--- config.mk ---
export PLATFORM = sky130hd
export DESIGN_NAME = router_port_tx
export DESIGN_NICKNAME = d
export VERILOG_FILES = /design/src/rtl/router_port_tx.sv
export SDC_FILE = /design/constraint.sdc
export NUM_CORES = 1
export LEC_CHECK = 0
export CAP_MARGIN = 20
export CORE_MARGIN = 1
export CORE_UTILIZATION = 43
export CTS_CLUSTER_SIZE = 40
export DETAILED_ROUTE_END_ITERATION = 8
export PLACE_DENSITY = 0.68
export SLEW_MARGIN = 20
export SYNTH_ARGS = -nofsm -noshare
export SYNTH_HDL_FRONTEND = slang
export SYNTH_SLANG_ARGS = --single-unit
--- constraint.sdc ---
create_clock -name clk -period 2.4 [get_ports clk]
set_input_delay 0.48 -clock clk [delete_from_list [all_inputs] [get_ports clk]]
set_output_delay 0.48 -clock clk [all_outputs]
set_load 0.05 [all_outputs]
--- src/rtl/router_port_tx.sv ---
// router_port_tx: bit-serial transmitter feeding one router input port.
// Sends a 4-bit address, a pad gap, then payload bytes LSB first.
module router_port_tx #(
    parameter int PAD_CYCLES = 5,
    parameter int GAP_CYCLES = 1
) (
    input  logic       clk,
    input  logic       reset,
    input  logic       pkt_valid,
    input  logic [3:0] pkt_addr,
    output logic       pkt_ready,
    input  logic       byte_valid,
    input  logic [7:0] byte_data,
    input  logic       byte_last,
    output logic       byte_ready,
    output logic       din,
    output logic       valid_n,
    output logic       frame_n,
    output logic       busy,
    output logic       pkt_done
);

    localparam logic [3:0] PAD_W = 4'(PAD_CYCLES);
    localparam logic [3:0] GAP_W = 4'(GAP_CYCLES);

    typedef enum logic [2:0] {
        IDLE,
        ADDR,
        PAD,
        DATA,
        STALL,
        GAP
    } state_t;

    state_t     state;
    logic       ready_q;
    logic [2:0] addr_sh;
    logic [6:0] shreg;
    logic       last_q;
    logic [2:0] bit_cnt;
    logic [3:0] pad_cnt;
    logic [3:0] gap_cnt;
    logic       take_pkt;

    // Header handshake; ready is masked while reset is held.
    assign pkt_ready = ready_q & ~reset;
    assign take_pkt  = pkt_valid & pkt_ready;

    // Transmit sequencer with registered serial and handshake outputs.
    always_ff @(posedge clk) begin
        pkt_done <= 1'b0;
        if (reset) begin
            state      <= IDLE;
            ready_q    <= 1'b1;
            byte_ready <= 1'b0;
            din        <= 1'b0;
            valid_n    <= 1'b1;
            frame_n    <= 1'b1;
            busy       <= 1'b0;
            addr_sh    <= '0;
            shreg      <= '0;
            last_q     <= 1'b0;
            bit_cnt    <= '0;
            pad_cnt    <= '0;
            gap_cnt    <= '0;
        end else if (take_pkt) begin
            state   <= ADDR;
            ready_q <= 1'b0;
            busy    <= 1'b1;
            din     <= pkt_addr[0];
            addr_sh <= pkt_addr[3:1];
            frame_n <= 1'b0;
            valid_n <= 1'b1;
            bit_cnt <= '0;
        end else if (byte_ready) begin
            // Fetch cycle: start the next byte or hold the frame open.
            if (byte_valid) begin
                state      <= DATA;
                shreg      <= byte_data[7:1];
                last_q     <= byte_last;
                din        <= byte_data[0];
                valid_n    <= 1'b0;
                frame_n    <= 1'b0;
                bit_cnt    <= '0;
                byte_ready <= 1'b0;
            end else begin
                state      <= STALL;
                din        <= 1'b0;
                valid_n    <= 1'b1;
                frame_n    <= 1'b0;
                byte_ready <= 1'b1;
            end
        end else begin
            unique case (state)
                IDLE: ;
                ADDR: begin
                    if (bit_cnt == 3'd3) begin
                        state      <= PAD;
                        din        <= 1'b0;
                        pad_cnt    <= 4'd1;
                        bit_cnt    <= '0;
                        byte_ready <= (PAD_W == 4'd1);
                    end else begin
                        din     <= addr_sh[0];
                        addr_sh <= {1'b0, addr_sh[2:1]};
                        bit_cnt <= bit_cnt + 3'd1;
                    end
                end
                PAD: begin
                    pad_cnt    <= pad_cnt + 4'd1;
                    byte_ready <= ((pad_cnt + 4'd1) == PAD_W);
                end
                DATA: begin
                    if (bit_cnt == 3'd7) begin
                        state    <= GAP;
                        din      <= 1'b0;
                        valid_n  <= 1'b1;
                        frame_n  <= 1'b1;
                        busy     <= 1'b0;
                        pkt_done <= 1'b1;
                        gap_cnt  <= 4'd1;
                        ready_q  <= (GAP_W == 4'd1);
                    end else begin
                        din     <= shreg[0];
                        shreg   <= {1'b0, shreg[6:1]};
                        bit_cnt <= bit_cnt + 3'd1;
                        if (bit_cnt == 3'd6) begin
                            frame_n    <= last_q;
                            byte_ready <= ~last_q;
                        end
                    end
                end
                STALL: ;
                GAP: begin
                    if (gap_cnt == GAP_W) begin
                        state <= IDLE;
                    end else begin
                        gap_cnt <= gap_cnt + 4'd1;
                        ready_q <= ((gap_cnt + 4'd1) == GAP_W);
                    end
                end
            endcase
        end
    end

endmodule
Word level (Yosys, flattened, before mapping). Index checks and enable logic that the tools add are counted.

Register bits after elaboration: 32. Output and inout port bits: 7. Bits of input ports: 17. Word-level logic and storage cells: 132.

Reductions and logical operators: 28. $add $sub $neg: 3. Mux-type cells: 53. Bitwise operators: 7. Equality and inequality tests: 26.

Operators with widths (number): $mux W3 (13); $mux W7 (4); $mux W1 (26); $reduce_and A4 Y1 (5); $ne A3 B3 Y1 const B (6); $pmux W4 S2 (2); $reduce_bool A2 Y1 (7); $mux W4 (3); $ne A2 B2 Y1 const B (6); $ne A4 B4 Y1 const B (3); $reduce_and A3 Y1 (4); $reduce_bool A4 Y1 (3); $eq A3 B2 Y1 const B (3); $eq A3 B3 Y1 const B (3); $pmux W3 S3 (1); $reduce_bool A3 Y1 (3); $add A4 B1 Y4 const B (2); $eq A4 B1 Y1 const B (2); $pmux W1 S2 (3); $pmux W3 S2 (1); $not A1 Y1 (5); $reduce_and A5 Y1 (1); $reduce_bool A5 Y1 (1); $eq A4 B3 Y1 const B (1); other kinds (7) (9).

Longest topological paths before layout.
Depth in word-level cells: 6. Depth in mapped cells: 7. Gate-level depth less buffers: 6.

Least setup slack after synthesis. OpenSTA, ideal clock, no wires.

Path kind: input to output. Start point: input port reset. End point: output port pkt_ready. Arrival time: 1.523 ns. Setup slack: 0.397 ns. Cell stages on the path: 3. Cell sequence: buf_2 clkbuf_1 nor2b_1.

Longest elaborated chain between the ends: 2.

RTL lines: start, declared (line 8) `input logic reset,`; $not A1 Y1 (line 46) `assign pkt_ready = ready_q & ~reset;`; $and A1 B1 Y1 (line 46); end, declared (line 11) `output logic pkt_ready,`.

No other way between the ends.

Worst setup path in the final report. Ends and elaborated chain as after synthesis.

==> metrics.md <==
| Metric | Value |
|---|---|
| Post-synthesis mux area share | 0.0531 |
| Post-synthesis sequential element count | 32 |
| Post-synthesis compound-gate area fraction | 0.244 |
| Power Total | 1.21 mW |
| RSZ-0062 raised after global routing | false |
| Root Buffer | clkbuf_8 |
| Final WL | 4.42 mm |
| Initial antenna violation count | 0 |
| Syn_area_per_cell | 8.69 µm² |
| Internal power | 0.922 mW |
| Post-CTS resize count | 0 |
| R2r startpoint | gap_cnt[0] |
| Psw | 0.290 mW |
| Mapped Area | 1890 µm² |
| Cell Rows | 23 |
| Share of layout cells above drive strength 1 | 0.100 |
| First-pass GRT wire length | 7.26 mm |
| Routed WL per cell | 15.3 µm |
| Distinct cell type count of the synthesized netlist | 51 |
| DP HPWL | 3.11 mm |
| Pin count of the biggest net entering global routing | 25 |
| Worst VDD drop | 0.338 mV |
| Wl on met1 | 2.18 mm |
| Leak | 0.820 nW |
| Met2 wire length | 2.04 mm |
| Die W | 68.2 µm |
| CP max-delay cell | clkdlybuf4s50_1 |
| Simple-Gate Fraction of Synth Area | 0.245 |
| Residual DRC | 0 |
| Aggregate global routing overflow | 0 |
| Endpoint class of the critical path | output pin |
| Post-synthesis cell count | 217 |
| Max Cap Violations | 0 |
| Slew Viols, Final | 0 |
| Most area-hungry cell type in the Yosys netlist | dfxtp_1 |
| Dominant cells by area after synthesis | dfxtp_1 34%, mux2i_1 5.3%, ha_1 4.6% |
| Skew-Pair Late Insertion Delay | 0.29 ns |
| DRT Pass-1 Iters | 4 |
| Post-CTS Hold Buffers | 0 |
| Area Overhead vs Synth | 20.6% |
| Tcrit/Tclk final | 0.808 |
| Clock Skews | 0.00660 ns |
| Predominant post-synthesis flop cell | dfxtp_1 |
| Synth warn | 0 |
| Setup crit end | pkt_ready |
| Post-synth ARST share | 0 |
| Crit path from | reset |
| N_diodes | 0 |
| CP peak stage delay | 0.55 ns |
| Final setup fails | 0 |
| Switching share of power | 0.239 |
| Power share of the sequential group | 0.461 |
| Slew margin rel. | 0.584 |
| TNS Setup | 0 ns |
| Worst-Margin Slew | 0.623 ns |
| Total CTS buffers | 5 |
| Worst Path Buf+Inv | 2 |
| CTS sink cnt | 32 |
| Reg-to-reg setup timing slack | 0.53 ns |
| Post-synthesis net count | 241 |
| Adder-cell share of the synthesized area | 0.0464 |
| Die area | 4650 µm² |
| Crit path time final | 1.94 ns |
| Hold Worst Slack | 0.467 ns |
| Initial DRC count | 100 |
| Gp weighted congestion | 0.883 |
| Worst EP required | 1.92 ns |
| Post-synth top area share | 0.340 |
| Number of enable flip-flop cells after synthesis | 0 |
| Initial core utilization | 0.458 |
| Worst-path cell chain | clkdlybuf4s50_1 > nor2b_1 > buf_12 |
| Type of origin of the critical path | input port |
| Number of fill cells in the layout | 393 |
| Sequential share of the synthesized area | 0.340 |
| Post-Synth XOR/XNOR Area | 0.00929 |
| Clock Path Buffers | 2 |
| DR vias | 1683 |
| Number of I/O pins | 24 |
| Crit-path leading delay family | buffers and inverters |
| Comb pwr share | 0.124 |
| # port buffers | 23 |
| RR Endpoint | gap_cnt[2] |
| Fmax | 0.516 GHz |
| Crit Path Max Fanout | 8 |
| Final Util | 0.553 |
| Vias in the first global route | 1556 |
| Met3 WL | 155 µm |
| Vias per cell | 5.82 |
| Pwr Density | 533 nW/µm² |
| Final net count | 262 |
| Htree depth | 2 |
| Highest routed metal layer | met4 |
| Clock network power share | 0.415 |
| Outcome | finished, final reports clean |
| Post-CTS setup buffers | 0 |
| Clk slew on worst S/H paths | 0.07 ns |
| Total GRT Usage | 0.213 |
| Chip height | 68.2 µm |
| Largest family of logic cells by synthesized area | simple AND/OR/NAND/NOR gates |
| Critical Path AT | 1.46 ns |
| Hold Vio Cnt, Final | 0 |
| Final ANT Viol Nets | 0 |
| CTS tree | done |
| Worst hold path type | flip-flop to flip-flop |
| Worst r2r path cells | 5 |
| WP depth | 3 |
| Core ar. | 4120 µm² |
| CP Class | input port to output pin |
flip-flops by register name, summed over array words and instances (netlist names):
signal	flops
byte_ready	1
pad_cnt	4
last_q	1
valid_n	1
frame_n	1
ready_q	1
shreg	7
busy	1
state	3
addr_sh	3
pkt_done	1
din	1
gap_cnt	4
bit_cnt	3
stage by stage:
stage	cell area, µm²	worst slack [ns]	std cells
floorplan	1890	0.397	217
CTS	2270	0.450	289
global route	2270	0.240	289
finish	2270	0.461	289
detailed placement	2170	0.330	281
global placement	2170	0.380	281
cell type report:
class | count | area [µm²] | area share
clock inverter | 2 | 35.0 | 0.0154
tap | 50 | 62.6 | 0.0275
inverter | 7 | 26.3 | 0.0116
multi-input combinational | 161 | 1130 | 0.496
timing repair buffer | 31 | 310 | 0.136
clock buffer | 6 | 72.6 | 0.0319
sequential | 32 | 641 | 0.282
worst register-to-register path, cell delays in order, from the launching register on:
cell,delay [ns]
dfxtp_1,0.47
ha_1,0.19
nor3b_1,0.53
o32a_1,0.35
o21ai_0,0.12
a21oi_1,0.14
kinds of logic (layout without fill, tap and decap cells):
logic type	count (synthesis)	in the layout
XOR/XNOR	2	2
adder cells (fa/ha/maj)	7	7
AO/OA/AOI/OAI	65	65
buffers and inverters	24	46
multiplexers	10	10
AND/OR/NAND/NOR	77	77
flip-flops	32	32
cells in the final DEF, fill, tap and decap left out, types with 5 or more instances in the layout:
| cell type | synthesis | routed |
|---|---|---|
| o41ai_1 | 7 | 7 |
| o211ai_1 | 10 | 10 |
| ha_1 | 7 | 7 |
| clkbuf_8 | 0 | 5 |
| o21ai_0 | 11 | 11 |
| nor3_1 | 6 | 6 |
| nor2b_1 | 6 | 6 |
| inv_1 | 7 | 7 |
| a21oi_1 | 14 | 14 |
| nor2_1 | 14 | 14 |
| dfxtp_1 | 32 | 32 |
| mux2i_1 | 10 | 10 |
| clkdlybuf4s50_1 | 0 | 21 |
| nand2_1 | 15 | 15 |
| buf_4 | 1 | 8 |
| nand3_1 | 8 | 8 |
| nor3b_1 | 5 | 5 |
power by group through the flow:
stage	Sequential, mW	Combinational (mW)	Clock (mW)
floorplan	0.581	0.0771	0
global placement	0.570	0.149	0
detailed placement	0.570	0.150	0
CTS	0.558	0.151	0.516
global route	0.560	0.162	0.542
finish	0.558	0.150	0.503
per-layer routing:
metal / vias to the layer above / track usage
li1: 857 / -
met1: 790 / 0.269
met2: 30 / 0.337
met3: 6 / 0.0633
met4: 0 / 0.0833
met5: - / 0
synthesized netlist by cell type (3+ instances only):
master and instances:
a21oi_1 14, o41ai_1 7, o21ai_0 11, inv_1 7
mux2i_1 10, a31oi_1 3, nand4_1 4, nand2_1 15
nor3_1 6, nor2_1 14, buf_2 7, a211oi_1 3
nor3b_1 5, nand3_1 8, nand3b_1 3, a311oi_1 3
nor2b_1 6, o211ai_1 10, clkbuf_1 7, ha_1 7
dfxtp_1 32
how the worst min path moves through the flow:
stage | from | end | slack (ns) | cells after the start
2_1_floorplan | shreg[0] | din | 0.44 | 2
3_3_place_gp | pad_cnt[3] | pad_cnt[3] | 0.46 | 2
3_5_place_dp | shreg[0] | din | 0.46 | 2
4_1_cts | shreg[0] | din | 0.47 | 2
5_1_grt | shreg[6] | shreg[6] | 0.50 | 2
6_report | shreg[0] | din | 0.47 | 2
Note: power is estimated with default switching activity, not from simulation.
